<file path="config.mk">
export PLATFORM = sky130hd
export DESIGN_NAME = blood_sprite_reader
export DESIGN_NICKNAME = d
export VERILOG_FILES = /design/src/rtl/blood_pkg.sv /design/src/rtl/blood_flash_fsm.sv /design/src/rtl/blood_sprite_reader.sv
export SDC_FILE = /design/constraint.sdc
export NUM_CORES = 1
export LEC_CHECK = 0
export BUFFER_PORTS_ARGS = -buffer_cell sky130_fd_sc_hd__buf_4
export CAP_MARGIN = 10
export CORE_MARGIN = 10
export CORE_UTILIZATION = 48
export DETAILED_ROUTE_END_ITERATION = 8
export HOLD_SLACK_MARGIN = 0.03
export PLACE_DENSITY = 0.74
export SLEW_MARGIN = 10
export SYNTH_ARGS = -nofsm -noshare
export SYNTH_HDL_FRONTEND = slang
export SYNTH_HIERARCHICAL = 1
export SYNTH_SLANG_ARGS = --single-unit
export TNS_END_PERCENT = 5
</file>
<file path="constraint.sdc">
create_clock -name clk -period 2.2 [get_ports clk]
set_input_delay 0 -clock clk [delete_from_list [all_inputs] [get_ports clk]]
set_output_delay 0 -clock clk [all_outputs]
set_load 0.005 [all_outputs]
</file>
<file path="src/rtl/blood_pkg.sv">
// Shared constants and flash state encoding for the blood-bar sprite reader.
package blood_pkg;

    localparam int unsigned SPRITE_DIM   = 64;
    localparam int unsigned ADDR_W       = 6;
    localparam int unsigned COLOR_W      = 12;
    localparam logic [11:0] TRANSPARENT  = 12'h000;
    localparam int unsigned FLASH_FRAMES = 30;
    localparam int unsigned BLINK_FRAMES = 4;

    typedef enum logic [1:0] {
        StIdle,
        StFlashOn,
        StFlashOff
    } flash_state_e;

endpackage

</file>
<file path="src/rtl/blood_flash_fsm.sv">
// Hit-flash sequencer: after a hit the sprite blinks on/off for a fixed number of frames.
module blood_flash_fsm
    import blood_pkg::*;
#(
    parameter int unsigned FlashFrames = FLASH_FRAMES,
    parameter int unsigned BlinkFrames = BLINK_FRAMES
) (
    input  logic clk,
    input  logic reset,
    input  logic frame_tick,
    input  logic hit,
    output logic vis
);

    localparam int unsigned TotW   = $clog2(FlashFrames);
    localparam int unsigned BlinkW = $clog2(BlinkFrames);

    flash_state_e      state_q, state_d;
    logic [TotW-1:0]   total_q, total_d;
    logic [BlinkW-1:0] blink_q, blink_d;

    always_ff @(posedge clk or posedge reset) begin
        if (reset) begin
            state_q <= StIdle;
            total_q <= '0;
            blink_q <= '0;
        end else begin
            state_q <= state_d;
            total_q <= total_d;
            blink_q <= blink_d;
        end
    end

    always_comb begin
        state_d = state_q;
        total_d = total_q;
        blink_d = blink_q;
        // A hit always restarts the sequence, even on a frame_tick cycle.
        if (hit) begin
            state_d = StFlashOn;
            total_d = '0;
            blink_d = '0;
        end else if (frame_tick && state_q != StIdle) begin
            if (total_q == TotW'(FlashFrames - 1)) begin
                state_d = StIdle;
                total_d = '0;
                blink_d = '0;
            end else begin
                total_d = total_q + 1'b1;
                if (blink_q == BlinkW'(BlinkFrames - 1)) begin
                    blink_d = '0;
                    state_d = (state_q == StFlashOn) ? StFlashOff : StFlashOn;
                end else begin
                    blink_d = blink_q + 1'b1;
                end
            end
        end
    end

    assign vis = (state_q != StFlashOff);

endmodule

</file>
<file path="src/rtl/blood_sprite_reader.sv">
// Maps the VGA scan position onto the blood-bar sprite ROM and produces the cropped,
// transparency-keyed, hit-flashing pixel two clocks later.
module blood_sprite_reader
    import blood_pkg::*;
(
    input  logic               clk,
    input  logic               reset,
    input  logic               video_on,
    input  logic [9:0]         x,
    input  logic [9:0]         y,
    input  logic               frame_tick,
    input  logic [9:0]         pos_x,
    input  logic [9:0]         pos_y,
    input  logic [6:0]         health,
    input  logic               hit,
    output logic [ADDR_W-1:0]  rom_row,
    output logic [ADDR_W-1:0]  rom_col,
    input  logic [COLOR_W-1:0] rom_data,
    output logic               pixel_on,
    output logic [COLOR_W-1:0] rgb_out
);

    logic [9:0]         px_q, py_q;
    logic [6:0]         health_q;
    logic               draw_q;
    logic               pixel_on_q;
    logic [COLOR_W-1:0] rgb_q;
    logic               vis;

    always_ff @(posedge clk or posedge reset) begin
        if (reset) begin
            px_q     <= '0;
            py_q     <= '0;
            health_q <= '0;
        end else if (frame_tick) begin
            px_q     <= pos_x;
            py_q     <= pos_y;
            health_q <= (health > 7'(SPRITE_DIM)) ? 7'(SPRITE_DIM) : health;
        end
    end

    // 11-bit compares so a sprite near the right/bottom edge clips rather than wraps.
    logic [10:0]       x_e, y_e, px_e, py_e;
    logic              in_win, crop;
    logic [ADDR_W-1:0] dx, dy;

    always_comb begin
        x_e    = {1'b0, x};
        y_e    = {1'b0, y};
        px_e   = {1'b0, px_q};
        py_e   = {1'b0, py_q};
        in_win = video_on
                 && (x_e >= px_e) && (x_e < px_e + 11'(SPRITE_DIM))
                 && (y_e >= py_e) && (y_e < py_e + 11'(SPRITE_DIM));
        dx     = x[ADDR_W-1:0] - px_q[ADDR_W-1:0];
        dy     = y[ADDR_W-1:0] - py_q[ADDR_W-1:0];
        crop   = {1'b0, dx} < health_q;
        rom_row = in_win ? dy : '0;
        rom_col = in_win ? dx : '0;
    end

    blood_flash_fsm u_flash (
        .clk        (clk),
        .reset      (reset),
        .frame_tick (frame_tick),
        .hit        (hit),
        .vis        (vis)
    );

    logic pixel_d;
    assign pixel_d = draw_q && vis && (rom_data != TRANSPARENT);

    // draw_q lines up with the ROM address register; the output stage meets rom_data.
    always_ff @(posedge clk or posedge reset) begin
        if (reset) begin
            draw_q     <= 1'b0;
            pixel_on_q <= 1'b0;
            rgb_q      <= '0;
        end else begin
            draw_q     <= in_win && crop;
            pixel_on_q <= pixel_d;
            rgb_q      <= pixel_d ? rom_data : '0;
        end
    end

    assign pixel_on = pixel_on_q;
    assign rgb_out  = rgb_q;

endmodule

</file>
After elaboration in Yosys (flattened, before gate mapping)
Index checks and enable logic that the tools add are counted.
- mux-type cells: 16
- equal/unequal tests: 4
- reductions and logical operators: 13
- $lt $le $gt $ge: 6
- $add $sub $neg: 6
- operators with widths (operator ; number):
    adder 10 x 7 -> 11 bit (second input constant) ; 2
    less-than comparator 10 x 11 -> 1 bit ; 2
    >= comparator 10 bit ; 2
    2-to-1 mux 2 bit ; 9
    2-to-1 mux 5 bit ; 3
    2-to-1 mux 12 bit ; 1
    2-to-1 mux 6 bit ; 2
    nonzero test 12 bit ; 1
    subtractor 6 bit ; 2
    logical AND 1 bit ; 8
    greater-than comparator 7 bit (second input constant) ; 1
    less-than comparator 6 x 7 -> 1 bit ; 1
    2-to-1 mux 7 bit ; 1
    adder 5 x 1 -> 5 bit (second input constant) ; 1
    equality test 5 bit (second input constant) ; 1
    nonzero test 2 bit ; 2
    nonzero test 3 bit ; 1
    adder 2 x 1 -> 2 bit (second input constant) ; 1
    equality test 2 x 1 -> 1 bit (second input constant) ; 1
    equality test 2 bit (second input constant) ; 1
    inequality test 2 bit (second input constant) ; 1
    AND reduction 2 bit ; 1
- flip-flop bits (word level): 50
- output and inout bits: 25
- bits of input ports: 64
- logic and storage cells: 54

Longest topological paths before layout
Gate-level depths: netlist (run 1).
- word-level depth: 6
- depth in mapped cells: 12
- depth with buffers taken out: 12

By module
Netlist (run 1), hierarchy kept.
- modules (own cells, without submodules) (module ; times used ; area an instance (um^2) ; cells each):
    blood_sprite_reader ; 1 ; 2708.8 ; 279
    blood_flash_fsm ; 1 ; 503.0 ; 51

Least setup slack after synthesis (run 1)
OpenSTA, ideal clock, no wires.
- path type: register -> register
- from: register px_q[0]
- to: register draw_q
- clock period less this slack: 2186 ps
- path slack: 14 ps
- arrival time: 2090 ps
- stages on the path, launching flop included: 12
- path buffers: 0
- setup time: 96 ps
- cell sequence: dfrtp_1 > ha_1 > inv_1 > fa_1 > a21o_1 > a21oi_1 > xnor2_1 > ha_1 > a21o_1 > a21oi_1 > a21oi_1 > nor4_2
- cells in the longest elaborated chain, start to end: 6
- elaborated cells between the ends (all ways): 10
- classes of those cells: add/sub (2); order compare (3); reduce/logical (5)
- ends and longest elaborated chain (item ; line ; RTL):
    from (decl) ; blood_sprite_reader.sv:23 ; logic [9:0] px_q, py_q;
    from (signal assigned) ; blood_sprite_reader.sv:36 ; px_q <= pos_x;
    adder 10 x 7 -> 11 bit / >= comparator 10 bit (equally long branches) ; blood_sprite_reader.sv:53 ; && (x_e >= px_e) && (x_e < px_e + 11'(SPRITE_DIM))
    less-than comparator 10 x 11 -> 1 bit / logical AND 1 bit (equally long branches) ; blood_sprite_reader.sv:53 ;
    logical AND 1 bit ; blood_sprite_reader.sv:53 ;
    logical AND 1 bit (2 in a row) ; blood_sprite_reader.sv:54 ; && (y_e >= py_e) && (y_e < py_e + 11'(SPRITE_DIM));
    logical AND 1 bit (*) ; blood_sprite_reader.sv:80 ; draw_q <= in_win && crop;
    to (signal assigned) ; blood_sprite_reader.sv:80 ;
    to (decl) ; blood_sprite_reader.sv:25 ; logic draw_q;
Every way passes the cells marked *; elsewhere a longest branch is shown, timed or not.
A chain may end at the register's enable or synchronous reset.

Final worst setup path (run 1)
- from: register px_q[7]
- to: output port rom_col[4]
- cells in the longest elaborated chain, start to end: 6
- elaborated cells between the ends (all ways): 8
- classes of those cells: add/sub (1); order compare (2); mux (1); reduce/logical (4)
- ends and longest elaborated chain (item ; line ; RTL):
    adder 10 x 7 -> 11 bit / >= comparator 10 bit (equally long branches) ; blood_sprite_reader.sv:53 ;
    less-than comparator 10 x 11 -> 1 bit / logical AND 1 bit (equally long branches) ; blood_sprite_reader.sv:53 ;
    logical AND 1 bit (*) ; blood_sprite_reader.sv:53 ;
    logical AND 1 bit (*) (2 in a row) ; blood_sprite_reader.sv:54 ;
    2-to-1 mux 6 bit (*) ; blood_sprite_reader.sv:59 ; rom_col = in_win ? dx : '0;
    to (decl) ; blood_sprite_reader.sv:17 ; output logic [ADDR_W-1:0] rom_col,
Marks and branches as above.

==> out/metrics.yaml, run 1 <==
power:
  total_power_w: 0.002689
  irDropWorstVdd_mv: 0.4289
  powerDensity_nw_per_um2: 551.7
  power.leakage_nw: 2.437
detailed_routing:
  drt_iter0_markers: 79
  routedWlPerCell_um: 16.72
  ant_nets: 0
  drc: 0
  dr.pass1.iters: 4
  drt_wl_total_mm: 9.532
  vias_per_cell: 5.375
  vias: 3064
logic_synthesis:
  yosys_most_used_dff: "dfrtp_1"
  synth_cells: 330
  syn_avg_cell_area_um2: 9.733
  synthArstFlopShare: 1.000
  ys_warn_count: 6
  ys_types: 54
  synth_fp_nets: 434
  synth_seq_area_share: 0.3896
  mappedNetlistArea_um2: 3212
  synth_edf_count: 0
  ys_seq_elements: 50
cts:
  cts_sinks: 50
  cts_tree: "built"
  cts-buffers-inserted: 5
  clk_latency_ps: 310
  cts_root_buf: "clkbuf_8"
  clk_pin_slew_worst_paths_ps: 100
  clock_path_buffers: 2
  htreeDepth: 2
timing:
  post-route-period-util: 1.227
  setup_ws_ps: -498.7
  final_max_slew_viol_count: 0
  hold_viol: 0
  fmax_mhz: 370.5
  slew_headroom: 0.4335
  layout_min_cycle_time_ps: 2699
  finClkSkew_ps: 8.174
  worst-slew-pin-transition_ps: 845.8
  setup_tns_ps: -5673
  setup_viol_count_final: 13
  rsz0062_at_grt: "true"
die:
  num_rows: 29
  io_pins: 89
  core_um2: 6422
  initial_core_util: 0.5001
  die_w_um: 101.8
  die_area_um2: 10360
  fp.dieH_um: 101.8
setup_path:
  cp_top_family: "simple AND/OR/NAND/NOR gates"
  critPathKind: "register to output port"
  cp_data_required_time_ps: 2200
  cp_slowest_cell: "a221o_2"
  arrival_ps: 2700
  path_buf_inv: 2
  crit_path_start_kind: "register"
  rr_startpoint: "px_q[3]"
  critPathMaxFanout: 7
  end_kind: "output port"
  worstPathCellList: "ha_2 > xnor2_2 > ha_1 > nand3_1 > nor2_1 > and3_1 > a221o_2 > buf_6 > nor4b_4 > buf_4"
  critPathLaunch: "px_q[7]"
  critPathMaxStageDelay_ps: 420
placed_design:
  dpl-instance-area_um2: 4149
  finalWeightedCongestion: 0.8610
  port_buffers: 88
  dp_hpwl_mm: 6.540
grt:
  grt-ovfl-total: 0
  grt_max_degree: 56
  grt_usage: 0.1819
  grt_pass1_vias: 3215
  grt_pass1_wl_mm: 15.40
  antenna_found_initial: 0
final_layout:
  drive_above_1_share: 0.3286
  fin_nets: 596
  syn2layout_area_growth_pct: 51.73
  fin_area_um2: 4873
  fillerInstances: 427
  diodes: 0
worst_hold_path:
  hold_class: "primary input to register"
  hold_path_startpoint: "frame_tick"
status:
  status: "complete, but fails checks"
  violations: "setup timing"
job:
  maxCapViolations: 0
[tightest hold or removal path, cell delays in order]
cell and delay (ps):
buf_4 280, nand2_1 110, o21ai_1 50
[state kept, by name (all words and copies together) (netlist names), 2 cells and up]
register,flops
rgb_out,12
px_q,10
py_q,10
health_q,7
u_flash/total_q,5
u_flash/blink_q,2
u_flash/state_q,2
[through the flow]
step	hold WS, ps	worst slack [ps]	cells	utilization
2_1_floorplan	-172.1	13.54	330	-
3_3_place_gp	-8.609	-198.2	516	0.6460
3_5_place_dp	-10.57	-209.6	516	0.6460
4_1_cts	153.8	-492.2	568	0.7462
5_1_grt	190.5	-591.2	570	0.7588
6_report	161.8	-498.7	570	0.7588
[cell families after synthesis]
group / Yosys count / share of synthesized area
AND/OR/NAND/NOR: 96 / 0.1800
AO/OA/AOI/OAI: 82 / 0.1683
flip-flops: 50 / 0.3896
buffers and inverters: 48 / 0.06077
adder cells (fa/ha/maj): 40 / 0.1605
XOR/XNOR: 10 / 0.02727
multiplexers: 4 / 0.01363
[worst paths after layout]
check	cells after the start	slack (ps)	to
max	10	-500	rom_col[4]
min	3	160	px_q[1]
max reg2reg	10	-270	draw_q
max in group asynchronous	4	1430	px_q[5]
min in group asynchronous	3	220	u_flash/total_q[4]
min reg2reg	2	520	py_q[5]
[cell usage in the layout (no fill, tap or decap), types with 5 or more instances in the layout]
cell | netlist | routed
o21ai_1 | 17 | 17
inv_1 | 38 | 38
o21ai_0 | 8 | 8
nor4b_4 | 0 | 5
and2_1 | 12 | 12
and3_1 | 5 | 5
nor4_4 | 0 | 5
ha_1 | 38 | 36
nand3_1 | 6 | 6
a21oi_1 | 16 | 15
a21o_1 | 10 | 10
xnor2_1 | 8 | 7
o22ai_1 | 6 | 6
nand2_1 | 35 | 34
dlygate4sd3_1 | 0 | 41
dfrtp_1 | 50 | 50
clkbuf_8 | 0 | 5
buf_4 | 0 | 119
buf_6 | 2 | 5
nor2_1 | 7 | 5
[layer usage]
layer / GRT usage / up-vias / share of wire
li1: - / 1498 / -
met1: 0.2169 / 1460 / 0.41
met2: 0.3126 / 98 / 0.50
met3: 0.06399 / 8 / 0.083
met4: 0.02970 / 0 / 0.0061
met5: 0 / - / 0
[report_power, final]
group	switching, W	leakage (nW)	internal [W]
Sequential	0.0000299	0.645	0.000974
Combinational	0.000494	1.73	0.000522
Clock	0.000327	0.0585	0.000341
[timing repair]
item | CTS | global route
endpoints found under the hold margin | 97 | 0
pin swaps | 5 | 15
buffers inserted | 3 | 2
hold buffers | 41 | 0
gates cloned | 0 | 0
setup endpoints to repair | 13 | 13
resized for setup | 14 | 14
[cells in the mapped netlist, drive strengths merged, types with 2 or more instances]
library cell | number | area [um2]
nand2 | 35 | 131.4
o21a | 4 | 31.28
mux2 | 3 | 33.78
and2 | 12 | 75.07
o21ai | 26 | 133.9
clkbuf | 7 | 26.28
a21o | 10 | 75.07
o22ai | 7 | 50.05
a41oi | 2 | 17.52
nand4 | 2 | 12.51
xnor2 | 8 | 70.07
or4 | 2 | 15.01
buf | 3 | 26.27
nor4b | 7 | 86.34
a221o | 3 | 31.28
inv | 38 | 142.6
and3 | 5 | 31.28
nand3 | 6 | 30.03
a311oi | 2 | 17.52
xor2 | 2 | 17.52
ha | 38 | 475.5
and4 | 2 | 17.52
fa | 2 | 40.04
or3 | 2 | 12.51
nor3 | 3 | 15.01
a21oi | 16 | 80.08
nor2 | 7 | 26.28
dfrtp | 50 | 1251
nor4 | 9 | 93.84
[area by class of cell]
class	instances	area, um2	area share
flip-flops and latches	50	1251	0.2567
repair buffers	165	1360	0.2791
well taps	77	96.34	0.01977
multi-input cells	232	1911	0.3920
clock buffers	5	68.82	0.01412
inverters	38	142.6	0.02927
clock inverters	3	43.79	0.008986
Note: power is estimated with default switching activity, not from simulation.
==> inputs of run 2 (changes only) <==
CORE_UTILIZATION = 49   (was 48)
CTS_BUF_LIST = sky130_fd_sc_hd__clkbuf_8   (was not set)
PLACE_DENSITY = not set   (was 0.74)
PLACE_DENSITY_LB_ADDON = 0.05   (was not set)
==> run 2 against run 1 <==
Compared with the run above: the flow still finishes with violations (setup timing); global-route usage fell by 1.4 points; die area decreased by 1.6%; clock power shrank 15%; non-clock buffer count is 7 lower; routed wire length down 9.5%; via count is 3.9% lower; worst hold slack better by 2.5 ps; cell count down 1.2%; critical path type unchanged; largest power group is now sequential cells.
==> out/metrics.yaml, run 2 (synthesized netlist as in run 1, its figures left out) <==
grt:
  grt_pass1_wl_mm: 14.07  # was 15.40 mm
  grt-ovfl-total: 0  # unchanged
  grt_usage: 0.1675  # was 0.1819
  grt_max_degree: 56  # unchanged
  antenna_found_initial: 0  # unchanged
  grt_pass1_vias: 3131  # was 3215
die:
  num_rows: 29  # unchanged
  die_area_um2: 10190  # was 10360 um2
  initial_core_util: 0.5058  # was 0.5001
  die_w_um: 101.0  # was 101.8 um
  fp.dieH_um: 101.0  # was 101.8 um
  core_um2: 6350  # was 6422 um2
  io_pins: 89  # unchanged
detailed_routing:
  routedWlPerCell_um: 15.33  # was 16.72 um
  dr.pass1.iters: 4  # unchanged
  vias_per_cell: 5.229  # was 5.375
  drt_wl_total_mm: 8.628  # was 9.532 mm
  vias: 2944  # was 3064
  ant_nets: 0  # unchanged
  drc: 0  # unchanged
  drt_iter0_markers: 77  # was 79
final_layout:
  fin_util: 0.7511  # was 0.7588
  layout_common_cells: "buf_4 (113), dfrtp_1 (50), dlygate4sd3_1 (41)"  # was buf_4 (119), dfrtp_1 (50), dlygate4sd3_1 (41)
  syn2layout_area_growth_pct: 48.50  # was 51.73%
  fillerInstances: 464  # was 427
  fin_nets: 589  # was 596
  diodes: 0  # unchanged
  largest_register_ff_count: 12  # unchanged
  drive_above_1_share: 0.3169  # was 0.3286
  final_common_cell: "buf_4"  # unchanged
cts:
  cts_root_buf: "clkbuf_8"  # unchanged
  clk_latency_ps: 310  # about the same
  clock_path_buffers: 2  # unchanged
  cts-buffers-inserted: 5  # unchanged
  htreeDepth: 2  # unchanged
  clk_pin_slew_worst_paths_ps: 100  # about the same
  cts_tree: "built"  # unchanged
  cts_sinks: 50  # unchanged
job:
  maxCapViolations: 0  # unchanged
power:
  power.leakage_nw: 2.387  # was 2.437 nW
  irDropWorstVdd_mv: 0.4189  # was 0.4289 mV
  powerDensity_nw_per_um2: 528.0  # was 551.7 nW/um2
timing:
  slew_headroom: 0.4959  # was 0.4335
  setup_viol_count_final: 13  # unchanged
  worst-slew-pin-transition_ps: 752.7  # was 845.8 ps
  fmax_mhz: 380.7  # was 370.5 MHz
  fin_hold_ws_ps: 164.3  # was 161.8 ps
  hold_viol: 0  # unchanged
  rsz0062_at_grt: "true"  # unchanged
  layout_min_cycle_time_ps: 2627  # was 2699 ps
  setup_ws_ps: -427.0  # was -498.7 ps
  finClkSkew_ps: 8.250  # was 8.174 ps
  post-route-period-util: 1.194  # was 1.227
  final_max_slew_viol_count: 0  # unchanged
setup_path:
  end_kind: "output port"  # unchanged
  arrival_ps: 2630  # was 2700 ps
  cp_data_required_time_ps: 2200  # about the same
  crit_path_start_kind: "register"  # unchanged
  critPathMaxFanout: 6  # was 7
  critPathKind: "register to output port"  # unchanged
worst_hold_path:
  hold_class: "primary input to register"  # unchanged
status:
  status: "complete, but fails checks"  # unchanged
  violations: "setup timing"  # unchanged
placed_design:
  port_buffers: 88  # unchanged
  finalWeightedCongestion: 0.8446  # was 0.8610
  dp_hpwl_mm: 6.233  # was 6.540 mm
## run 2: what timing repair did
item                                    CTS  global route
buffers inserted                          1             0
endpoints found under the hold margin    97             0
hold buffers                             41             0
endpoints found under the setup margin   13            13
gates resized for setup                  15             9
pin swaps                                13             8
## run 2: final timing paths
path                            start                  to  slack (ps)  depth (start not counted)
setup / recovery              px_q[7]          rom_col[3]        -430                         10
hold / removal             frame_tick             px_q[9]         160                          3
setup reg to reg              px_q[0]              draw_q         -60                         11
hold reg to reg               py_q[3]             py_q[3]         520                          2
max in group asynchronous       reset             px_q[5]        1440                          4
min in group asynchronous       reset  u_flash/total_q[0]         210                          3
## run 2: final cells by class
cell class,count,area (um2),share of cell area
well taps,77,96.34,0.02020
inverters,38,142.6,0.02991
flip-flops and latches,50,1251,0.2623
multi-input cells,232,1884,0.3951
clock inverters,3,22.52,0.004722
clock buffers,5,68.82,0.01443
repair buffers,158,1304,0.2733
## run 2: metal layers
| metal | up-vias | track usage | share of wire |
|---|---|---|---|
| met4 | 0 | 0.03644 | 0.010 |
| met2 | 66 | 0.3071 | 0.51 |
| met1 | 1383 | 0.1837 | 0.42 |
| li1 | 1487 | - | - |
| met5 | - | 0 | 0 |
| met3 | 8 | 0.05213 | 0.063 |
## run 2: report_power, final
| group | leakage [nW] | switching, W | internal, W |
|---|---|---|---|
| registers | 0.645 | 0.0000293 | 0.000974 |
| clock network | 0.0489 | 0.000338 | 0.000231 |
| logic | 1.69 | 0.000454 | 0.000491 |
## run 2: per-stage QoR
step / worst slack (ps) / cells / power [W] / instance area [um2] / TNS [ps]
finish: -427.0 / 563 / 0.002518 / 4770 / -4422
global route: -545.9 / 563 / 0.002685 / 4770 / -6217
CTS: -465.7 / 563 / 0.002508 / 4725 / -5083
detailed placement: -180.9 / 513 / 0.001819 / 4126 / -1480
global placement: -125.7 / 513 / 0.001806 / 4126 / -1061
floorplan: 13.54 / 330 / 0.001498 / 3212 / 0
## run 2: worst max-delay path: stages, from the launching register on
cell and delay, ps:
dfrtp_1 400, ha_2 210, xnor2_2 130, ha_1 290, nand3_1 70, nor2_1 50
and3_1 140, a221o_2 420, buf_6 170, nor4b_4 280, buf_4 160
==> inputs of run 3 (changes only) <==
CTS_BUF_LIST = sky130_fd_sc_hd__clkbuf_2 sky130_fd_sc_hd__clkbuf_4 sky130_fd_sc_hd__clkbuf_8   (was sky130_fd_sc_hd__clkbuf_8)
MAX_ROUTING_LAYER = met4   (was not set)
==> run 3 against run 2 <==
Compared with the run above: the run still ends with setup timing left; non-clock buffer count stayed put; sequential power about the same; routed wire length increased by 0.49%; setup slack worse by 10 ps; utilization unchanged; die area unchanged; cell area is the same; first-iteration DRC count is 32% higher; fmax is 0.38% lower; largest power group unchanged.
==> out/metrics.yaml, run 3 (synthesized netlist as in run 1, its figures left out) <==
status:
  status: "complete, but fails checks"  # unchanged
  violations: "setup timing"  # unchanged
placed_design:
  dp_hpwl_mm: 6.233  # unchanged
  finalWeightedCongestion: 0.8577  # was 0.8446
  port_buffers: 88  # unchanged
  dp_slack_ps: -180.9  # unchanged
  dp.cells: 513  # unchanged
final_layout:
  fin_util: 0.7511  # unchanged
  largest_register_ff_count: 12  # unchanged
  fin_nets: 589  # unchanged
  final_common_cell: "buf_4"  # unchanged
  finalNonFillerCells: 563  # unchanged
  fillerInstances: 464  # unchanged
  diodes: 0  # unchanged
  syn2layout_area_growth_pct: 48.50  # unchanged
  multi_input_area_um2: 1884  # unchanged
  final-seq-area_um2: 1251  # unchanged
  drive_above_1_share: 0.3169  # unchanged
  layout_common_cells: "buf_4 (113), dfrtp_1 (50), dlygate4sd3_1 (41)"  # unchanged
timing:
  setup_ws_ps: -437.0  # was -427.0 ps
  post-route-period-util: 1.199  # was 1.194
  worst-slew-pin-transition_ps: 754.7  # was 752.7 ps
  setup_viol_count_final: 13  # unchanged
  rsz0062_at_grt: "true"  # unchanged
  final_max_slew_viol_count: 0  # unchanged
  layout_min_cycle_time_ps: 2637  # was 2627 ps
  fmax_mhz: 379.2  # was 380.7 MHz
  hold_viol: 0  # unchanged
  finClkSkew_ps: 8.450  # was 8.250 ps
  slew_headroom: 0.4945  # was 0.4959
grt:
  grt-ovfl-total: 0  # unchanged
  grt_max_degree: 56  # unchanged
  grt_pass1_vias: 3128  # was 3131
  antenna_found_initial: 0  # unchanged
  grt_pass1_wl_mm: 14.10  # was 14.07 mm
  grt_usage: 0.1727  # was 0.1675
die:
  initial_core_util: 0.5058  # unchanged
  core_um2: 6350  # unchanged
  fp.dieH_um: 101.0  # unchanged
  die_w_um: 101.0  # unchanged
  die_area_um2: 10190  # unchanged
  num_rows: 29  # unchanged
  io_pins: 89  # unchanged
power:
  irDropWorstVdd_mv: 0.4184  # was 0.4189 mV
  p_int_w: 0.001697  # unchanged
  total_power_w: 0.002518  # about the same
  sw_frac_of_total: 0.3261  # was 0.3262
  pwr-share-clk: 0.225  # was 0.226
  p_switching_w: 0.0008212  # was 0.0008214 W
  powerDensity_nw_per_um2: 527.9  # was 528.0 nW/um2
  seq_power_share: 0.399  # about the same
  power.leakage_nw: 2.387  # unchanged
  combPwrFrac: 0.376  # was 0.375
detailed_routing:
  vias_per_cell: 5.259  # was 5.229
  vias: 2961  # was 2944
  drc: 0  # unchanged
  routedWlPerCell_um: 15.40  # was 15.33 um
  ant_nets: 0  # unchanged
  dr.pass1.iters: 4  # unchanged
  drt_iter0_markers: 102  # was 77
  drt_wl_total_mm: 8.670  # was 8.628 mm
setup_path:
  cp_data_required_time_ps: 2200  # about the same
  arrival_ps: 2640  # was 2630 ps
  crit_path_start_kind: "register"  # unchanged
  end_kind: "output port"  # unchanged
  critPathMaxFanout: 6  # unchanged
  rr_startpoint: "px_q[0]"  # unchanged
  rr_worst_depth: 11  # unchanged
  critPathKind: "register to output port"  # unchanged
  rr_endpoint: "draw_q"  # unchanged
  reg2reg_slack_ps: -60  # about the same
cts:
  clk_latency_ps: 310  # about the same
  cts_sinks: 50  # unchanged
  cts_root_buf: "clkbuf_8"  # unchanged
  cts_tree: "built"  # unchanged
  clk_pin_slew_worst_paths_ps: 100  # about the same
  clock_path_buffers: 2  # unchanged
  cts-buffers-inserted: 5  # unchanged
  htreeDepth: 2  # unchanged
job:
  maxCapViolations: 0  # unchanged
worst_hold_path:
  hold_class: "primary input to register"  # unchanged
  hold_depth: 3  # unchanged
  holdPathEnd: "px_q[1]"  # was px_q[9]
  hold_path_startpoint: "frame_tick"  # unchanged
run 3: final cells by class:
cell class / instances / share of cell area
Tap cell: 77 / 0.02020
Clock buffer: 5 / 0.01443
Clock inverter: 3 / 0.004722
Sequential cell: 50 / 0.2623
Timing Repair Buffer: 158 / 0.2733
Multi-Input combinational cell: 232 / 0.3951
Inverter: 38 / 0.02991
run 3: stage by stage:
step	hold WS, ps	TNS (ps)	instance area [um2]
2_1_floorplan	-172.1	0	3212
3_3_place_gp	-0.8724	-1061	4126
3_5_place_dp	-0.4955	-1480	4126
4_1_cts	156.7	-5083	4725
5_1_grt	185.1	-6220	4770
6_report	162.7	-4455	4770
run 3: power by group through the flow:
stage | combinational [W] | sequential, W | clock, W
after floorplan | 0.000482 | 0.00102 | 0
after global placement | 0.000788 | 0.00102 | 0
after detailed placement | 0.000798 | 0.00102 | 0
after CTS | 0.000917 | 0.00100 | 0.000588
after global routing | 0.00105 | 0.00101 | 0.000625
final | 0.000947 | 0.00100 | 0.000568
run 3: what timing repair did:
item,CTS,global route
setup buffers,1,0
hold buffers,41,0
resized for setup,15,9
endpoints found under the setup margin,13,13
hold endpoints to repair,97,0
pin swaps,13,8
run 3: critical path, cell delays in order, from the launching register on:
cell and delay (ps):
dfrtp_1 400, ha_2 210, xnor2_2 130, ha_1 290, nand3_1 70, nor2_1 50, and3_1 140, a221o_2 420
buf_6 170, nor4b_4 290, buf_4 160
run 3: per-layer routing:
layer	GRT usage	vias up	routed length [um]
met5	-	-	0
met4	0.03644	0	79
met3	0.04252	8	479
met2	0.3057	73	4411
met1	0.1919	1393	3699
li1	-	1487	-
run 3: worst max path at each step:
stage                 start         end  slack [ps]  cells past startpoint
global placement    px_q[6]  rom_col[3]        -130                     10
detailed placement  px_q[7]  rom_col[3]        -180                     10
finish              px_q[7]  rom_col[3]        -440                     10
global route        py_q[6]  rom_col[4]        -550                     10
floorplan           px_q[0]      draw_q          10                     11
CTS                 px_q[7]  rom_row[2]        -470                     10
